<file path="src/rtl/can_acf_multi_event_sync.sv">
// Multi-channel CAN_CLK -> SYS_CLK event synchronizer with edge select and sticky pending/overflow.
// Optional glitch filter compiled in with `define CAN_ACF_SYNC_FILTER_EN.
module can_acf_multi_event_sync #(
  parameter int unsigned CHANNELS    = 4,
  parameter int unsigned SYNC_STAGES = 2,
  parameter int unsigned FILTER_LEN  = 3
) (
  input  logic                  i_sys_clk,
  input  logic                  i_reset,
  input  logic [CHANNELS-1:0]   i_async,
  input  logic [2*CHANNELS-1:0] i_edge_sel,
  input  logic [CHANNELS-1:0]   i_ack,
  output logic [CHANNELS-1:0]   o_level,
  output logic [CHANNELS-1:0]   o_pulse,
  output logic [CHANNELS-1:0]   o_pending,
  output logic [CHANNELS-1:0]   o_overflow
);

  if (CHANNELS < 1 || CHANNELS > 32) begin : g_chk_channels
    $error("CHANNELS out of range");
  end
  if (SYNC_STAGES < 2 || SYNC_STAGES > 4) begin : g_chk_stages
    $error("SYNC_STAGES out of range");
  end
  if (FILTER_LEN < 1 || FILTER_LEN > 15) begin : g_chk_filter
    $error("FILTER_LEN out of range");
  end

  logic [SYNC_STAGES-1:0] sync_q [CHANNELS];
  logic [SYNC_STAGES-1:0] sync_d [CHANNELS];
  logic [CHANNELS-1:0]    sync_out;
  logic [CHANNELS-1:0]    level_q, level_d;
  logic [CHANNELS-1:0]    pulse_q, pulse_d;
  logic [CHANNELS-1:0]    pending_q, pending_d;
  logic [CHANNELS-1:0]    overflow_q, overflow_d;

  always_comb begin
    for (int c = 0; c < CHANNELS; c++) begin
      sync_d[c]   = {sync_q[c][SYNC_STAGES-2:0], i_async[c]};
      sync_out[c] = sync_q[c][SYNC_STAGES-1];
    end
  end

`ifdef CAN_ACF_SYNC_FILTER_EN
  localparam int unsigned CntW = $clog2(FILTER_LEN + 1);
  localparam logic [CntW-1:0] CntMax = CntW'(FILTER_LEN);

  logic [CntW-1:0] cnt_q   [CHANNELS];
  logic [CntW-1:0] cnt_d   [CHANNELS];
  logic [CntW-1:0] cnt_inc [CHANNELS];

  // Level only moves after FILTER_LEN consecutive mismatching samples.
  always_comb begin
    for (int c = 0; c < CHANNELS; c++) begin
      cnt_inc[c] = cnt_q[c] + 1'b1;
      level_d[c] = level_q[c];
      cnt_d[c]   = '0;
      if (sync_out[c] != level_q[c]) begin
        if (cnt_inc[c] == CntMax) begin
          level_d[c] = ~level_q[c];
        end else begin
          cnt_d[c] = cnt_inc[c];
        end
      end
    end
  end

  always_ff @(posedge i_sys_clk or posedge i_reset) begin
    if (i_reset) begin
      for (int c = 0; c < CHANNELS; c++) cnt_q[c] <= '0;
    end else begin
      for (int c = 0; c < CHANNELS; c++) cnt_q[c] <= cnt_d[c];
    end
  end
`else
  always_comb begin
    level_d = sync_out;
  end
`endif

  always_comb begin
    pulse_d    = '0;
    pending_d  = pending_q;
    overflow_d = overflow_q;
    for (int c = 0; c < CHANNELS; c++) begin
      if (level_d[c] != level_q[c]) begin
        unique case (i_edge_sel[2*c +: 2])
          2'b00:   pulse_d[c] = level_d[c];
          2'b01:   pulse_d[c] = ~level_d[c];
          2'b10:   pulse_d[c] = 1'b1;
          default: pulse_d[c] = 1'b0;
        endcase
      end
      // A simultaneous ack consumes the old event; the new one stays pending.
      if (pulse_d[c] && !i_ack[c]) begin
        pending_d[c] = 1'b1;
        if (pending_q[c]) overflow_d[c] = 1'b1;
      end else if (i_ack[c]) begin
        pending_d[c]  = pulse_d[c];
        overflow_d[c] = 1'b0;
      end
    end
  end

  always_ff @(posedge i_sys_clk or posedge i_reset) begin
    if (i_reset) begin
      for (int c = 0; c < CHANNELS; c++) sync_q[c] <= '0;
      level_q    <= '0;
      pulse_q    <= '0;
      pending_q  <= '0;
      overflow_q <= '0;
    end else begin
      for (int c = 0; c < CHANNELS; c++) sync_q[c] <= sync_d[c];
      level_q    <= level_d;
      pulse_q    <= pulse_d;
      pending_q  <= pending_d;
      overflow_q <= overflow_d;
    end
  end

  assign o_level    = level_q;
  assign o_pulse    = pulse_q;
  assign o_pending  = pending_q;
  assign o_overflow = overflow_q;

endmodule

</file>
<file path="config.mk">
export PLATFORM = sky130hd
export DESIGN_NAME = can_acf_multi_event_sync
export DESIGN_NICKNAME = d
export VERILOG_FILES = /design/src/rtl/can_acf_multi_event_sync.sv
export SDC_FILE = /design/constraint.sdc
export NUM_CORES = 1
export LEC_CHECK = 0
export ABC_AREA = 1
export CAP_MARGIN = 20
export CORE_MARGIN = 4
export CORE_UTILIZATION = 44
export DETAILED_ROUTE_END_ITERATION = 16
export HOLD_SLACK_MARGIN = 0.02
export PLACE_DENSITY = 0.78
export SLEW_MARGIN = 20
export SYNTH_ARGS = -nofsm -noshare
export SYNTH_HDL_FRONTEND = slang
export SYNTH_SLANG_ARGS = --single-unit
export TNS_END_PERCENT = 30
</file>
<file path="constraint.sdc">
create_clock -name i_sys_clk -period 1.7 [get_ports i_sys_clk]
set_input_delay 0.255 -clock i_sys_clk [delete_from_list [all_inputs] [get_ports i_sys_clk]]
set_output_delay 0.255 -clock i_sys_clk [all_outputs]
set_load 0.03 [all_outputs]
</file>
# --- Word-level counts from Yosys, hierarchy flattened ---
# Cells that the tools add are included.
word_totals:
  regBits: 24
  inputBits: 18
  out_inout_bits: 16
  elab_cells: 82
classes:
  eq_ne: 16
  muxes: 28
  bitwise_logic: 4
  reduce_logical: 20
op_table:
  columns: ["cell", "count"]
  rows:
  - ["1-bit two-way mux", 24]
  - ["1-bit case mux with 3 select lines", 4]
  - ["2-bit by 1-bit equality test with 1-bit output, second input constant", 4]
  - ["2-bit equality test, second input constant", 4]
  - ["2-bit zero test", 4]
  - ["2-bit inequality test, second input constant", 4]
  - ["2-bit AND reduction", 4]
  - ["2-bit nonzero test", 4]
  - ["1-bit logical AND", 4]
  - ["1-bit zero test", 4]
  - ["1-bit inequality test", 4]
  - ["1-bit NOT", 4]

# --- Longest topological paths before layout ---
depth:
  depth_word: 6
  ltp_mapped: 5
  depth_no_buf: 5

# --- Worst setup path before layout ---
# OpenSTA, ideal clock, no wires.
synth_timing:
  path_type: "register to register"
  from: "register level_q[2], in the netlist o_level[2]"
  to: "register overflow_q[2], in the netlist o_overflow[2]"
  setup_ns: 0.074
  arrival_time_ns: 0.899
  required_time_ns: 1.626
  setup_slack_ns: 0.727
  path_stages_with_launch: 4
  path_buffers: 0
  period_less_slack_ns: 0.973
  cell_sequence: "dfrtp_1 xor2_1 nand3_1 o21ai_2"
synth_between:
  elab_chain_cells: 5
  word_cells_on_any_way: 7
  classes_between: "eq/ne: 2; mux: 2; reduce/logical: 3"
synth_rtl:
  columns: ["item", "line_no", "text"]
  rows:
  - ["start, declared", "32", "logic [CHANNELS-1:0] level_q, level_d;"]
  - ["start signal, assigned", "114", "level_q <= level_d;"]
  - ["1-bit inequality test *", "86", "if (level_d[c] != level_q[c]) begin"]
  - ["1-bit two-way mux *", "86", null]
  - ["1-bit logical AND *", "95", "if (pulse_d[c] && !i_ack[c]) begin"]
  - ["2-bit inequality test (no line) / 2-bit nonzero test (equally long branches)", null, null]
  - ["2-bit AND reduction (no line)", null, null]
  - ["end signal, assigned", "117", "overflow_q <= overflow_d;"]
  - ["end, declared", "35", "logic [CHANNELS-1:0] overflow_q, overflow_d;"]
# Mark *: on every way between the ends. The rest lies on a longest branch, timed or not.
# A chain may end at the register's enable or synchronous reset.

# --- Worst setup path in the final report ---
layout_timing:
  from: "register level_q[2], in the netlist o_level[2]"
  to: "output o_level[2]"
layout_lines:
  columns: ["item", "line_no", "text"]
  rows:
  - ["end, declared", "13", "output logic [CHANNELS-1:0] o_level,"]
# No word-level cell between the ends.

==> qor.yml <==
power:
  total_power_mw: 1.12
  powerDensity_nw_per_um2: 887
  vdd_drop_max_v: 0.000543
  leakagePower_nw: 0.625
worst_setup_path:
  r2r_cells: 3
  worstPathCellList: "clkdlybuf4s50_1"
  worstPathArrival_ps: 1370
  required_ps: 1440
  startpoint_type: "register"
  setup.worst_path.end_class: "primary output"
  r2r_end: "o_overflow[3]"
  reg2reg_slack_ps: 730
  max_stage_delay_ps: 680
  slowest_stage: "clkdlybuf4s50_1"
  r2r_start: "level_d[3]"
  critical_path_class: "reg -> out"
  cp_top_family: "buffers and inverters"
  worstPathMaxFanout: 2
  cp_num_buf_inv: 1
grt:
  antenna_found_initial: 0
  grt_pass1_vias: 629
  grt_overflow: 0
  grt_max_degree: 14
  grt_usage_pct: 13.9
  grt_first_pass_wirelength_mm: 2.74
clocking:
  cts.clk_slew.worst_paths_ps: 120
  cts_root_buf: "clkbuf_4"
  cts_made_buffers: 3
  cts_sinks: 24
  postCtsResizedCells: 0
  cts_setup_buffers: 0
  cts_tree: "built"
  htreeDepth: 1
  clk_latency_ps: 300
  cts_buffer_depth: 2
  hold_buffers: 0
placed_design:
  place_area_um2: 1240
  place_ws_ps: 413
  dp_hpwl_mm: 1.36
  portBuffers: 33
  place.gp.congestion: 0.755
layout:
  design_area_um2: 1260
  seq_area_um2: 601
  fillCellCount: 141
  area_growth_pct: 46.3
  multiInputGateArea_um2: 190
  layout-drive-gt1-share_pct: 7.56
  n_antenna_cell: 0
  fin_nets: 139
drt:
  drt-initial-drc-count: 8
  routed_wl_mm: 1.65
  vias: 653
  firstDrtPassIters: 4
  routed_via_density: 4.53
  drtAntennaViolNets: 0
  wl_per_cell_um: 11.4
  drc: 0
timing:
  finalCritPeriodShare_pct: 95.6
  fin_ws_ps: 74.8
  finalSetupViolations: 0
  final.min_clock_period_ps: 1630
  finalSetupTns_ps: 0
  finalMaxSlewViolations: 0
  hold_viol: 0
  grt_setup_unrepaired: "no"
  tightest_slew_ps: 314
  slew_headroom_pct: 79.0
  holdWs_ps: 253
  timing.fmax_mhz: 615
  finClkSkew_ps: 1.12
floorplan:
  start_util_pct: 48.4
  die_x_um: 52.3
  die_h_um: 52.3
  core_area_um2: 1780
  dieArea_um2: 2730
  fp-row-count: 15
  num_io_pins: 34
logic_synthesis:
  yosysWarnings: 0
  synth.avg_cell_area_um2: 10.6
  synthCells: 81
  synth_fp_nets: 99
  syn_area_um2: 862
  synth_cell_types: 10
  synth-seq-cells: 24
  synth_seq_area_share_pct: 69.7
status:
  status: "finished clean"
flow_run:
  cap_violations: 0
min_path:
  hold_path.class: "in -> async"
-- metal layers --
| layer | share of wire (%) | global-route usage (%) | wire [um] | vias up |
|---|---|---|---|---|
| met5 | 0 | 0 | 0 | - |
| met3 | 4.9 | 2.56 | 81 | 4 |
| li1 | - | - | - | 325 |
| met2 | 53 | 22.8 | 869 | 21 |
| met1 | 40 | 17.3 | 664 | 303 |
| met4 | 1.9 | 7.66 | 32 | 0 |
-- power breakdown --
group / switching (mW) / internal, mW / leakage (nW) / total (mW)
clock: 0.152 / 0.0827 / 0.0138 / 0.234
sequential: 0.0235 / 0.613 / 0.294 / 0.636
combinational: 0.134 / 0.114 / 0.317 / 0.248
total: 0.309 / 0.809 / 0.625 / 1.12
-- cells in the mapped netlist --
library cell / instances / area, um^2
dfrtp_1: 24 / 601
nor2_1: 4 / 15.0
nand2_1: 16 / 60.1
a21oi_1: 2 / 10.0
o21ai_2: 4 / 35.0
inv_1: 19 / 71.3
o21ai_0: 4 / 20.0
nand4_1: 2 / 12.5
nand3_1: 4 / 20.0
xor2_1: 2 / 17.5
-- how the worst max path moves through the flow --
stage                                to  cells after the start    startpoint
final                        o_level[2]                      1    o_level[2]
after global routing       o_pending[0]                      1  o_pending[0]
after CTS                    o_level[2]                      1    o_level[2]
after detailed placement     o_level[2]                      1    o_level[2]
after global placement     o_pending[1]                      1  o_pending[1]
after floorplan           o_overflow[2]                      3    o_level[2]
-- cells in the final DEF (no fill, tap or decap), drive strengths merged --
cell	n
o21ai	8
clkdlybuf4s50	33
nor2	4
buf	2
clkbuf	3
a21oi	2
nand3	4
inv	19
xor2	2
nand4	2
dfrtp	24
nand2	16
-- registers in the layout (all words and copies together), names as in the netlist --
register / count
o_overflow: 4
level_d: 4
o_level: 4
sync_d: 4
o_pending: 4
o_pulse: 4
-- worst reg2reg max path, delay by kind of cell (launching register included) --
| family | cells | cell delay, ps |
|---|---|---|
| flops | 1 | 430 |
| compound gates | 2 | 320 |
| simple gates | 1 | 160 |
-- stage by stage --
stage / cells / utilization (%)
final: 144 / 70.7
after floorplan: 81 / -
after global routing: 144 / 70.7
after global placement: 141 / 69.5
after detailed placement: 141 / 69.5
after CTS: 144 / 70.7
-- kinds of logic after synthesis --
group           count (synthesis)  synth area share [%]
xor+xnor                        2                  2.03
buf+inv                        19                  8.27
flops                          24                  69.7
simple gates                   26                  12.5
compound gates                 10                  7.55
-- area by class of cell --
type / instances / share of cell area [%]
inverter: 19 / 5.65
multi-input combinational: 38 / 15.1
sequential: 24 / 47.6
timing repair buffer: 35 / 27.4
clock buffer: 3 / 1.79
tap: 25 / 2.48
(Power assumes the default switching activity.)
